File: config.mk
export PLATFORM = sky130hd
export DESIGN_NAME = imem_loader_flat
export DESIGN_NICKNAME = d
export VERILOG_FILES = /design/src/rtl/imem_loader_if.sv /design/src/rtl/imem_loader.sv /design/src/flat_wrapper.sv
export SDC_FILE = /design/constraint.sdc
export NUM_CORES = 1
export LEC_CHECK = 0
export ABC_AREA = 1
export BUFFER_PORTS_ARGS = -buffer_cell sky130_fd_sc_hd__buf_2
export CORE_MARGIN = 4
export CORE_UTILIZATION = 40
export CTS_CLUSTER_DIAMETER = 40
export DETAILED_ROUTE_END_ITERATION = 8
export SYNTH_ARGS = -nofsm -noshare
export SYNTH_HDL_FRONTEND = slang
export SYNTH_SLANG_ARGS = --single-unit
File: constraint.sdc
create_clock -name clk -period 2.4 [get_ports clk]
set_clock_uncertainty 0.05 [all_clocks]
set_input_delay 0.48 -clock clk [delete_from_list [all_inputs] [get_ports clk]]
set_output_delay 0.48 -clock clk [all_outputs]
set_load 0.01 [all_outputs]
File: src/rtl/imem_loader_if.sv
// rtl/imem_loader_if.sv - byte stream in, IMem write port and status out for imem_loader
interface imem_loader_if #(
   parameter int ADDR_W = 10
);
   logic              start;
   logic [7:0]        byte_in;
   logic              byte_valid;
   logic              we;
   logic [ADDR_W-1:0] waddr;
   logic [31:0]       wdata;
   logic              busy;
   logic              cpu_hold;
   logic              done;
   logic              err;

   // master is the host side feeding the stream; slave is the loader itself
   modport master (
      output start, byte_in, byte_valid,
      input  we, waddr, wdata, busy, cpu_hold, done, err
   );

   modport slave (
      input  start, byte_in, byte_valid,
      output we, waddr, wdata, busy, cpu_hold, done, err
   );
endinterface

File: src/rtl/imem_loader.sv
// rtl/imem_loader.sv - frames a length-prefixed, XOR-checked byte stream into IMem word writes
module imem_loader #(
   parameter int ADDR_W = 10,
   parameter int DEPTH  = 1024
) (
   input  logic         clk,
   input  logic         clrn,
   imem_loader_if.slave bus
);

   typedef enum logic [2:0] {
      S_IDLE,
      S_LEN_LO,
      S_LEN_HI,
      S_DATA,
      S_CHK,
      S_DONE,
      S_ERR
   } state_t;

   localparam logic [16:0] DEPTH_L = 17'(DEPTH);

   state_t            state;
   state_t            state_d;
   logic [15:0]       count;
   logic [15:0]       word_idx;
   logic [1:0]        byte_idx;
   logic [23:0]       asm_q;
   logic [7:0]        csum;
   logic              we_q;
   logic [ADDR_W-1:0] waddr_q;
   logic [31:0]       wdata_q;
   logic              hold_q;
   logic              err_q;

   logic [16:0]       len_full;
   logic              last_word;
   logic              word_end;
   logic              start_ok;

   // length as it will be once LEN_HI lands; one extra bit keeps the DEPTH compare honest
   assign len_full  = {1'b0, bus.byte_in, count[7:0]};
   assign last_word = (word_idx == (count - 16'd1));
   assign word_end  = (state == S_DATA) && bus.byte_valid && (byte_idx == 2'd3);
   assign start_ok  = (state == S_IDLE) && bus.start;

   always_ff @(posedge clk or negedge clrn) begin
      if (!clrn) begin
         state <= S_IDLE;
      end else begin
         state <= state_d;
      end
   end

   always_comb begin
      state_d = state;
      case (state)
         S_IDLE: begin
            if (bus.start) begin
               state_d = S_LEN_LO;
            end
         end
         S_LEN_LO: begin
            if (bus.byte_valid) begin
               state_d = S_LEN_HI;
            end
         end
         S_LEN_HI: begin
            if (bus.byte_valid) begin
               if ((len_full == 17'd0) || (len_full > DEPTH_L)) begin
                  state_d = S_ERR;
               end else begin
                  state_d = S_DATA;
               end
            end
         end
         S_DATA: begin
            if (word_end && last_word) begin
               state_d = S_CHK;
            end
         end
         S_CHK: begin
            if (bus.byte_valid) begin
               state_d = (bus.byte_in == csum) ? S_DONE : S_ERR;
            end
         end
         S_DONE:  state_d = S_IDLE;
         S_ERR:   state_d = S_IDLE;
         default: state_d = S_IDLE;
      endcase
   end

   always_ff @(posedge clk or negedge clrn) begin
      if (!clrn) begin
         count    <= '0;
         word_idx <= '0;
         byte_idx <= '0;
         asm_q    <= '0;
         csum     <= '0;
         we_q     <= 1'b0;
         waddr_q  <= '0;
         wdata_q  <= '0;
         hold_q   <= 1'b0;
         err_q    <= 1'b0;
      end else begin
         we_q <= word_end;

         if (start_ok) begin
            err_q    <= 1'b0;
            hold_q   <= 1'b1;
            csum     <= '0;
            word_idx <= '0;
            byte_idx <= '0;
         end

         if ((state == S_LEN_LO) && bus.byte_valid) begin
            count[7:0] <= bus.byte_in;
         end

         if ((state == S_LEN_HI) && bus.byte_valid) begin
            count[15:8] <= bus.byte_in;
         end

         // write port registers are separate from asm_q so the next word can start immediately
         if ((state == S_DATA) && bus.byte_valid) begin
            csum     <= csum ^ bus.byte_in;
            byte_idx <= byte_idx + 2'd1;
            case (byte_idx)
               2'd0: asm_q[7:0]   <= bus.byte_in;
               2'd1: asm_q[15:8]  <= bus.byte_in;
               2'd2: asm_q[23:16] <= bus.byte_in;
               default: begin
                  wdata_q  <= {bus.byte_in, asm_q};
                  waddr_q  <= word_idx[ADDR_W-1:0];
                  word_idx <= word_idx + 16'd1;
               end
            endcase
         end

         // hold is only released by a clean finish; an error leaves the CPU stalled
         if (state_d == S_ERR) begin
            err_q <= 1'b1;
         end
         if (state_d == S_DONE) begin
            hold_q <= 1'b0;
         end
      end
   end

   assign bus.we       = we_q;
   assign bus.waddr    = waddr_q;
   assign bus.wdata    = wdata_q;
   assign bus.busy     = (state == S_LEN_LO) || (state == S_LEN_HI) ||
                         (state == S_DATA)   || (state == S_CHK);
   assign bus.cpu_hold = hold_q;
   assign bus.done     = (state == S_DONE);
   assign bus.err      = err_q;

endmodule

File: src/flat_wrapper.sv
// flat-port wrapper written by rule: the top's interface ports become plain ports
module imem_loader_flat 
#(
   parameter int ADDR_W = 10,
   parameter int DEPTH  = 1024
)
  (clk, clrn, bus_start, bus_byte_in, bus_byte_valid, bus_we, bus_waddr, bus_wdata, bus_busy, bus_cpu_hold, bus_done, bus_err);
  imem_loader_if #(.ADDR_W(ADDR_W)) bus_i ();
  input  logic clk;
  input  logic clrn;
  input wire logic [$bits(bus_i.start)-1:0] bus_start;
  input wire logic [$bits(bus_i.byte_in)-1:0] bus_byte_in;
  input wire logic [$bits(bus_i.byte_valid)-1:0] bus_byte_valid;
  output wire logic [$bits(bus_i.we)-1:0] bus_we;
  output wire logic [$bits(bus_i.waddr)-1:0] bus_waddr;
  output wire logic [$bits(bus_i.wdata)-1:0] bus_wdata;
  output wire logic [$bits(bus_i.busy)-1:0] bus_busy;
  output wire logic [$bits(bus_i.cpu_hold)-1:0] bus_cpu_hold;
  output wire logic [$bits(bus_i.done)-1:0] bus_done;
  output wire logic [$bits(bus_i.err)-1:0] bus_err;
  assign bus_i.start = bus_start;
  assign bus_i.byte_in = bus_byte_in;
  assign bus_i.byte_valid = bus_byte_valid;
  assign bus_we = bus_i.we;
  assign bus_waddr = bus_i.waddr;
  assign bus_wdata = bus_i.wdata;
  assign bus_busy = bus_i.busy;
  assign bus_cpu_hold = bus_i.cpu_hold;
  assign bus_done = bus_i.done;
  assign bus_err = bus_i.err;
  imem_loader #(.ADDR_W(ADDR_W), .DEPTH(DEPTH)) u_core (.clk(clk), .clrn(clrn), .bus(bus_i));
endmodule
; ---- Yosys cells after proc, flatten, opt, wreduce, memory -nomap -nowiden
; Index checks and enable logic that the tools add are counted.
[totals]
reg_bits = 114
input_bits = 12
output_inout_bits = 47
elab_cells = 72
[op_classes]
n_addsub = 3
magnitude_cmp = 1
eq_ne = 12
n_mux = 19
bitwise_logic = 2
reduce_logical = 21
[op_table]
columns = operator, n
row1 = 16-bit two-way mux, 3
row2 = 3-bit two-way mux, 6
row3 = 17-bit logical NOT, 1
row4 = 16-bit by 1-bit adder with 16-bit output (second input constant), 1
row5 = 16-bit equality test, 1
row6 = 16-bit by 11-bit greater-than comparator with 1-bit output (second input constant), 1
row7 = 8-bit two-way mux, 2
row8 = 16-bit by 1-bit subtractor with 16-bit output (second input constant), 1
row9 = 3-bit one-hot mux with 5 select lines, 1
row10 = 3-bit equality test (second input constant), 4
row11 = 8-bit equality test, 1
row12 = 2-bit AND reduction, 4
row13 = 8-bit XOR, 1
row14 = 3-bit by 2-bit equality test with 1-bit output (second input constant), 2
row15 = 1-bit logical AND, 6
row16 = 2-bit two-way mux, 3
row17 = 2-bit nonzero test, 3
row18 = 2-bit equality test (second input constant), 2
row19 = 1-bit logical OR, 4
row20 = 1-bit two-way mux, 4
row21 = 3-bit by 1-bit equality test with 1-bit output (second input constant), 1
row22 = 3-bit logical NOT, 1
row23 = 3-bit OR reduction, 1
row24 = 2-bit by 1-bit adder with 2-bit output (second input constant), 1
row25 = 3 further kinds, 3

; ---- Longest topological paths before layout
; Gate-level depths: netlist (run 1).
[logic_depth]
depth_word = 8
depth_mapped = 14
ltp_nobuf = 14

; ---- Worst setup path before layout (run 1)
; Ideal clock, no wire load.
[synth_path]
path_kind = flip-flop to flip-flop
from = register u_core.count[0]
to = register u_core.state[1]
setup_ns = 0.137
arrival_ns = 1.550
t_required_ns = 2.213
path_slack_ns = 0.663
path_stages_with_launch = 12
path_buffers = 0
period_less_slack_ns = 1.737
path_cell_list = dfrtp_1 > inv_1 > ha_1 > nand2_1 > nor2_2 > nand2_1 > nand3_1 > nand4_1 > nor2_1 > nand3_1 > nand2_1 > nand4_1
[synth_between]
elab_chain_len = 5
[synth_lines]
columns = item, line_no
row1 = start: declaration, imem_loader.sv:25  ; logic [15:0] count;
row2 = start signal: assignment, imem_loader.sv:117  ; count[7:0] <= bus.byte_in;
row3 = 16-bit by 1-bit subtractor with 16-bit output, imem_loader.sv:43  ; assign last_word = (word_idx == (count - 16'd1));
row4 = 16-bit equality test, imem_loader.sv:43
row5 = 1-bit logical AND, imem_loader.sv:78  ; if (word_end && last_word) begin
row6 = 3-bit two-way mux, imem_loader.sv:78
row7 = 3-bit one-hot mux with 5 select lines, imem_loader.sv:57  ; case (state)
row8 = via u_core.state_d[1], imem_loader.sv:24  ; state_t state_d;
row9 = end signal: assignment, imem_loader.sv:51  ; state <= state_d;
row10 = end: declaration, imem_loader.sv:23  ; state_t state;
; The timed path passes the listed nets, and every way through them passes these cells.
; A chain may end at the register's enable or synchronous reset.

; ---- Final worst setup path (run 1)
; Same ends and word-level chain as after synthesis.

==> impl.org, run 1 <==
** Clock tree
- TritonCTS built the clock tree.
- Number of H-tree branching levels :: 4
- Clock tree synthesis inserted a total of 17 buffers.
- Clock-pin slew was measured on the worst setup and hold paths at 0.05 ns.
- Counting along the longest clock path gives a buffer depth of 2.
- Clk root buf :: clkbuf_16
- Clock network latency to the later pin of the worst-skew pair :: between 0.4 and 0.5 ns
- Clk sink count :: around 110

** Synthesis
- List of most frequent post-synthesis cells :: nand2_1, dfrtp_1, o21ai_0
- Number of synthesized flops with an enable pin :: 0
- Async SR Flop Fraction :: 1.00
- Flip-flop and latch count after synthesis :: between 100 and 150
- Mean Syn Cell Area :: approximately 8.2 sq um
- Post-synth design cell area :: 5280 sq um
- Cell taking the most area after synthesis :: dfrtp_1
- By area the synthesized netlist is led by dfrtp_1, nand2_1, o21ai_0.
- Among all cell types in the netlist, the one instantiated most often is nand2_1.
- Area share of the leading cell type in the synthesized netlist :: 0.540
- Proportion of synthesized chip area in sequential cells :: 0.540
- Unique cell type count in the Yosys netlist :: 27
- For this run, the leading register cell type out of synthesis is dfrtp_1.
- Synthesis produced 641 cells.
- The number of nets handed over by synthesis was 660.
- Count of warnings emitted by yosys :: 0

** Die
- The die covers 15100 sq um.
- Starting Density :: 0.413
- Total core area :: 12800 sq um
- Row generation in the floorplan step produced 41 rows.
- Boundary Pins :: 59
- Measured along the x axis, the die boundary spans 123 um.
- Die boundary height :: around 120 um

** Timing
- Headroom to the max-slew limit :: 0.630
- Crit path time final :: 2.07 ns
- Total setup violations reported at the end of the flow :: 0
- Derived from the worst setup path, the maximum achievable clock frequency is about 0.48 GHz.
- Of the available clock period, the critical path in the final layout requires 0.864.
- Transition time at the pin with the least slew margin :: between 0.5 and 0.6 ns
- Setup repair after global routing left no endpoint under its margin.
- Adding up every negative setup slack in the final design gives 0 ns.
- Pins over their slew limit :: 0
- The total count of hold-check failures in the final report was 0.

** Min path
- Hold/Removal Path Class :: in2reg
- Hold Path Cell Cnt :: 3

** Status
- The flow ran to the end, and the final reports show no timing, DRC or antenna violations.

** Global route
- Antenna violations before repair :: 0
- For this run, the total global-route usage over all layers was measured as 0.188.
- In the global route stage, met2 resource usage came out at 0.287.
- Entering global routing, the biggest net connects 61 pins.
- The via count of the first global-routing pass came to 4362.
- Global-route wire length before repair :: 21800 um
- Global routing finished with a remaining overflow of 0.
- In this run the most used layer during global routing was met2.
- For this run, global-route usage on met3 was measured as 0.0517.
- For met1 alone, demand over resource in global routing was 0.254.

** Route
- The first TritonRoute pass finished after 5 iterations.
- Detailed Route WL :: 12400 um
- Average routed wire per standard cell :: around 14 um
- In the routed design, unresolved DRC markers number 0.
- Number of nets with antenna violations after detailed routing :: 0
- Vias after detailed routing :: 4343
- Ratio of routed vias to standard cells :: 4.85
- Iteration-0 DRC count of the detailed router :: ~300

** Setup path
- Cell-by-cell trace of the critical path :: inv_1 > ha_1 > nand2_1 > nor2_4 > nand2_1 > nand3_1 > nand4_1 > nor2_1 > nand3_1 > nand2_1 > nand4_1
- Together, buffers and inverters on the worst path number 1.
- Critical path type :: reg2reg
- Maximum cell stage delay along the critical path :: ~0.42 ns
- The slowest stage of the critical path is the dfrtp_1 cell.
- Family with the most delay on the worst path :: simple AND/OR/NAND/NOR gates
- Critical path data required time :: between 2 and 3 ns
- Cell count along the critical path :: 11
- The worst setup path is launched from a flop.
- Logic depth of the worst register-to-register path :: 11
- At the worst endpoint, the arrival time is 2.29 ns.
- The worst setup path is captured at a flop.
- Cell seen most often among critical-path stages :: nand2_1
- Largest fanout on the critical path :: 7

** Final layout
- Of the cells placed in the final design, the portion with a size suffix greater than 1 is 0.144.
- Antenna cells :: 0
- The filler cells instantiated in the layout total 1207.
- In the final design database the tool counted 730 nets.
- Relative to the synthesized area, the layout overhead comes to 21.9%.

** Run
- Count of max-cap constraint violations :: 0

** Pwr
- Pwr per Cell Area :: 1090 nW/um^2
- Summed over all cells, the static leakage comes to 3.36 nW.
- Peak supply drop :: a little under 0.5 mV
- Power consumption :: 7.04 mW

** Placement
- # port buffers :: 58
- Placed wire-length estimate :: 8880 um
- Final weighted congestion of routability-driven global placement :: 0.866
[routing by layer]
layer	wire length, um	up-vias	part of all wire
li1	-	2189	-
met1	5850	2061	0.47
met2	5790	84	0.47
met5	0	-	0
met4	135	0	0.011
met3	636	9	0.051
[tightest hold or removal path, stage by stage]
cell and delay (ns):
buf_2 0.13, nand2_1 0.05, o21ai_0 0.06
[timing repair]
item                                    CTS  global route
endpoints found under the setup margin    0             2
hold endpoints to repair                 22             0
setup buffers                             0             0
hold buffers                              1             0
resized for setup                         0             2
[where the power goes]
| group | internal [mW] | switching [mW] |
|---|---|---|
| Combinational | 0.650 | 1.06 |
| Clock | 1.74 | 0.850 |
| Sequential | 2.37 | 0.371 |
| Total | 4.75 | 2.28 |
[cells by family after synthesis]
logic type | count (synthesis) | synth area share
and+or+nand+nor | 347 | 0.275
DFF | 114 | 0.540
AOI/OAI and AO/OA | 78 | 0.0751
buffers and inverters | 72 | 0.0512
xor gates and xnor gates | 18 | 0.0325
adders and majority gates | 7 | 0.0166
muxes | 5 | 0.00948
[stage by stage]
| stage | hold slack, ns | setup slack, ns | instance area (sq um) | cells | utilization |
|---|---|---|---|---|---|
| after detailed placement | 0.375 | 0.228 | 5810 | 863 | 0.455 |
| final | 0.300 | 0.327 | 6440 | 896 | 0.504 |
| after global routing | 0.307 | 0.0341 | 6440 | 896 | 0.504 |
| after floorplan | 0.134 | 0.663 | 5280 | 641 | - |
| after CTS | 0.286 | 0.230 | 6430 | 896 | 0.504 |
| after global placement | 0.362 | 0.245 | 5810 | 863 | 0.455 |
[sequential cells by signal (all words and copies together) (netlist names)]
register and cells:
u_core.csum 8, u_core.bus.waddr 10, u_core.state 3, u_core.count 16, u_core.word_idx 16, u_core.byte_idx 2
u_core.asm_q 24, u_core.bus.wdata 32, u_core.bus.err 1, u_core.bus.we 1, u_core.bus.cpu_hold 1
[cell type report]
type,count,area [sq um],area share
clock inverter,8,125,0.0194
clock buffer,24,492,0.0764
sequential,114,2850,0.443
timing repair buffer,68,383,0.0595
inverter,55,206,0.0321
tap,172,215,0.0334
multi-input combinational,455,2160,0.336
[layout by cell type (no fill, tap or decap), types with 2 or more instances in the layout]
cell type,n
a21oi_1,6
buf_2,57
buf_4,9
bufinv_16,3
clkbuf_1,3
clkbuf_16,17
clkbuf_8,4
clkinv_1,2
clkinvlp_4,4
dfrtp_1,114
ha_1,7
inv_1,52
mux2i_1,5
nand2_1,239
nand3_1,34
nand3b_1,4
nand4_1,9
nor2_1,44
nor2_4,3
nor3_1,9
o21ai_0,69
xnor2_1,8
xor2_1,9
[worst paths after layout]
kind / from / endpoint / slack (ns)
worst max-delay path: u_core.count[0]$_DFFE_PN0P_ / u_core.state[1]$_DFF_PN0_ / 0.33
worst min-delay path: bus_byte_in[2] / u_core.count[10]$_DFFE_PN0P_ / 0.30
worst max register to register: u_core.count[0]$_DFFE_PN0P_ / u_core.state[1]$_DFF_PN0_ / 0.33
worst min register to register: u_core.bus.wdata[16]$_DFFE_PN0P_ / u_core.bus.wdata[16]$_DFFE_PN0P_ / 0.41
max in group asynchronous: clrn / u_core.word_idx[7]$_DFF_PN0_ / 1.18
min in group asynchronous: clrn / u_core.asm_q[14]$_DFFE_PN0P_ / 0.48
Note: power is estimated with default switching activity, not from simulation.
==> inputs of run 2 (changes only) <==
--- a/config.mk
+++ b/config.mk
@@ -11,6 +11,7 @@
 export CORE_UTILIZATION = 40
 export CTS_CLUSTER_DIAMETER = 40
 export DETAILED_ROUTE_END_ITERATION = 8
+export GPL_TIMING_DRIVEN = 0
 export SYNTH_ARGS = -nofsm -noshare
 export SYNTH_HDL_FRONTEND = slang
 export SYNTH_SLANG_ARGS = --single-unit
==> run 2 against run 1 <==
First-iteration DRC count is 17% higher. Cell count grew 0.89%. Worst hold slack lost 0.24 ns. Count of clock-buffer cells in the layout decreased by 4. Largest cell class unchanged. Critical endpoint unchanged. Highest routed layer unchanged.
==> impl.org, run 2 (synthesis results as in run 1) <==
** Status
- Status :: finished, final reports clean

** Final layout
- Most frequent cells in the layout :: nand2_1, dfrtp_1, o21ai_0
- Net count of the finished layout :: 738
- Of the cells placed in the final design, the portion with a size suffix greater than 1 is 0.135.
- Most frequent standard cell in the layout excluding fill and tap cells :: nand2_1
- Area growth syn-to-layout :: 22.5%
- Antenna cells :: 0
- After filler insertion, the fill cell instance count of the layout stands at between 1k and 1.5k.
- Number of flip-flops under the largest register name :: 32

** Timing
- Total setup violations reported at the end of the flow :: 0
- The final-report max-slew violation count is 0.
- Sum of negative setup slack :: 0 ns
- Final hold violations :: 0
- Dividing the final minimum period by the clock period gives 0.877.
- Peak clock frequency supported by timing :: 0.475 GHz
- Headroom to the max-slew limit :: 0.499
- Final worst hold slack :: 0.0592 ns
- Setup repair after global routing missed its margin :: no
- For the finished layout, the period the worst path requires is 2.11 ns.
- Transition time at the pin with the least slew margin :: 0.752 ns

** Clock tree
- Number of H-tree branching levels :: 4
- Clock slew seen by the registers of the worst setup and hold paths :: 0.06 ns
- Clock buffers created by TritonCTS :: 17
- Maximum clock path buffer count :: 2
- TritonCTS built the clock tree.
- Count of hold buffers inserted by post-cts repair :: 0
- Clk root buf :: clkbuf_16
- Clk sink count :: 114
- Clock network latency to the later pin of the worst-skew pair :: ~0.42 ns

** Setup path
- R2R Setup Slk :: 0.29 ns
- Logic depth of the worst register-to-register path :: 11
- The critical path starts at u_core.count[0]$_DFFE_PN0P_.
- Critical path type :: reg2reg
- Reg2reg start :: u_core.count[0]$_DFFE_PN0P_
- Endpoint of the lowest-slack register-to-register path :: u_core.state[1]$_DFF_PN0_
- Arrival time of the worst setup path :: 2.33 ns
- Capturing element type of the critical path :: flop
- Critical path data required time :: 2.62 ns
- The worst setup path is launched from a flop.
- Along the worst path, the maximum fanout reaches 5.

** Die
- Total number of placement rows :: 41
- In this run the vertical extent of the chip is around 120 um.
- Total core area :: 12800 sq um
- The die covers 15100 sq um.
- For this configuration, the core starts out at a cell density of 0.413.
- Die width :: 123 um
- Boundary Pins :: 59

** Pwr
- Power consumption :: approximately 7 mW
- In this run the static leakage power is 3.36 nW.
- Across the VDD grid, the largest voltage drop is 0.572 mV.
- In this run the power density over the cells is 1110 nW/um^2.

** Placement
- # port buffers :: 58
- The wire-length estimate of the detail-placed layout is 9150 um.
- At the end of routability-driven placement, the weighted congestion stood at 0.821.

** Global route
- Entering global routing, the biggest net connects 61 pins.
- The first global-routing pass estimated 21800 um of wire.
- Vias in the first global route :: 4405
- After global routing the overflow that remains totals 0.
- Across every metal layer, demand over resource in global routing totals 0.189.
- The number of antenna violations at the first check in global routing was 0.

** Route
- In this run, the number of DRC markers left after iteration 0 of detailed routing was roughly 350.
- The routed layout has 4373 vias.
- DRC errors left :: 0
- Dividing the detail-routed via count by the number of cells gives 4.84.
- Detailed Route WL :: 12900 um
- For this run, the detailed router's first-pass iteration total came to 5.
- Average routed wire per standard cell :: 14.2 um
- Number of nets with antenna violations after detailed routing :: 0

** Run
- Count of max-cap constraint violations :: 0

** Min path
- Hold/Removal Path Class :: in2async
[run 2: cell count changes in the layout (fill, tap and decap cells not counted), sizes merged]
cell	before	now
dlygate4sd3	1	0
inv	53	54
bufinv	3	4
buf	67	59
clkinvlp	4	3
clkinv	3	6
clkbuf	24	37
[run 2: where the power goes]
group / switching, mW / internal [mW]
clock network: 0.897 / 1.82
registers: 0.369 / 2.37
logic: 1.08 / 0.642
[run 2: how the worst max path moves through the flow]
stage	to	slack, ns	cells past startpoint
2_1_floorplan	u_core.state[1]$_DFF_PN0_	0.66	11
3_3_place_gp	u_core.bus.waddr[5]$_DFFE_PN0P_	-0.54	1
3_5_place_dp	u_core.word_idx[6]$_DFF_PN0_	0.13	7
4_1_cts	u_core.state[1]$_DFF_PN0_	0.21	11
5_1_grt	u_core.state[1]$_DFF_PN0_	0.06	11
6_report	u_core.state[1]$_DFF_PN0_	0.29	11
[run 2: repair_timing]
item | in CTS | in global routing
resized for setup | 0 | 1
setup endpoints to repair | 0 | 2
setup buffers | 0 | 0
[run 2: through the flow]
stage	area, sq um	util	setup WS, ns	std cells
2_1_floorplan	5280	-	0.663	641
3_3_place_gp	5790	0.453	-0.537	871
3_5_place_dp	5820	0.455	0.132	872
4_1_cts	6460	0.506	0.214	904
5_1_grt	6470	0.506	0.0633	904
6_report	6470	0.506	0.295	904
[run 2: worst max-delay path, stage by stage, from the launching register on]
cell     delay [ns]
dfrtp_1        0.42
inv_1          0.09
ha_1           0.24
nand2_1        0.18
o21ai_0        0.27
nand2_1        0.09
nand2_1        0.06
nand3_1        0.10
nor2_1         0.10
nand3_1        0.13
nand2_1        0.12
nand4_1        0.10
[run 2: area by class of cell]
| class | count | area, sq um | area share |
|---|---|---|---|
| inverters | 55 | 206 | 0.0319 |
| well taps | 172 | 215 | 0.0333 |
| plain buffers | 17 | 63.8 | 0.00987 |
| flip-flops and latches | 114 | 2850 | 0.441 |
| clock buffers | 20 | 467 | 0.0722 |
| clock inverters | 12 | 179 | 0.0277 |
| multi-input cells | 455 | 2160 | 0.334 |
| repair buffers | 59 | 320 | 0.0495 |
[run 2: metal layers]
metal / vias to the layer above / part of all wire / global-route usage
li1: 2205 / - / -
met1: 2061 / 0.48 / 0.263
met2: 93 / 0.46 / 0.288
met3: 14 / 0.047 / 0.0489
met4: 0 / 0.015 / 0.0679
met5: - / 0 / 0
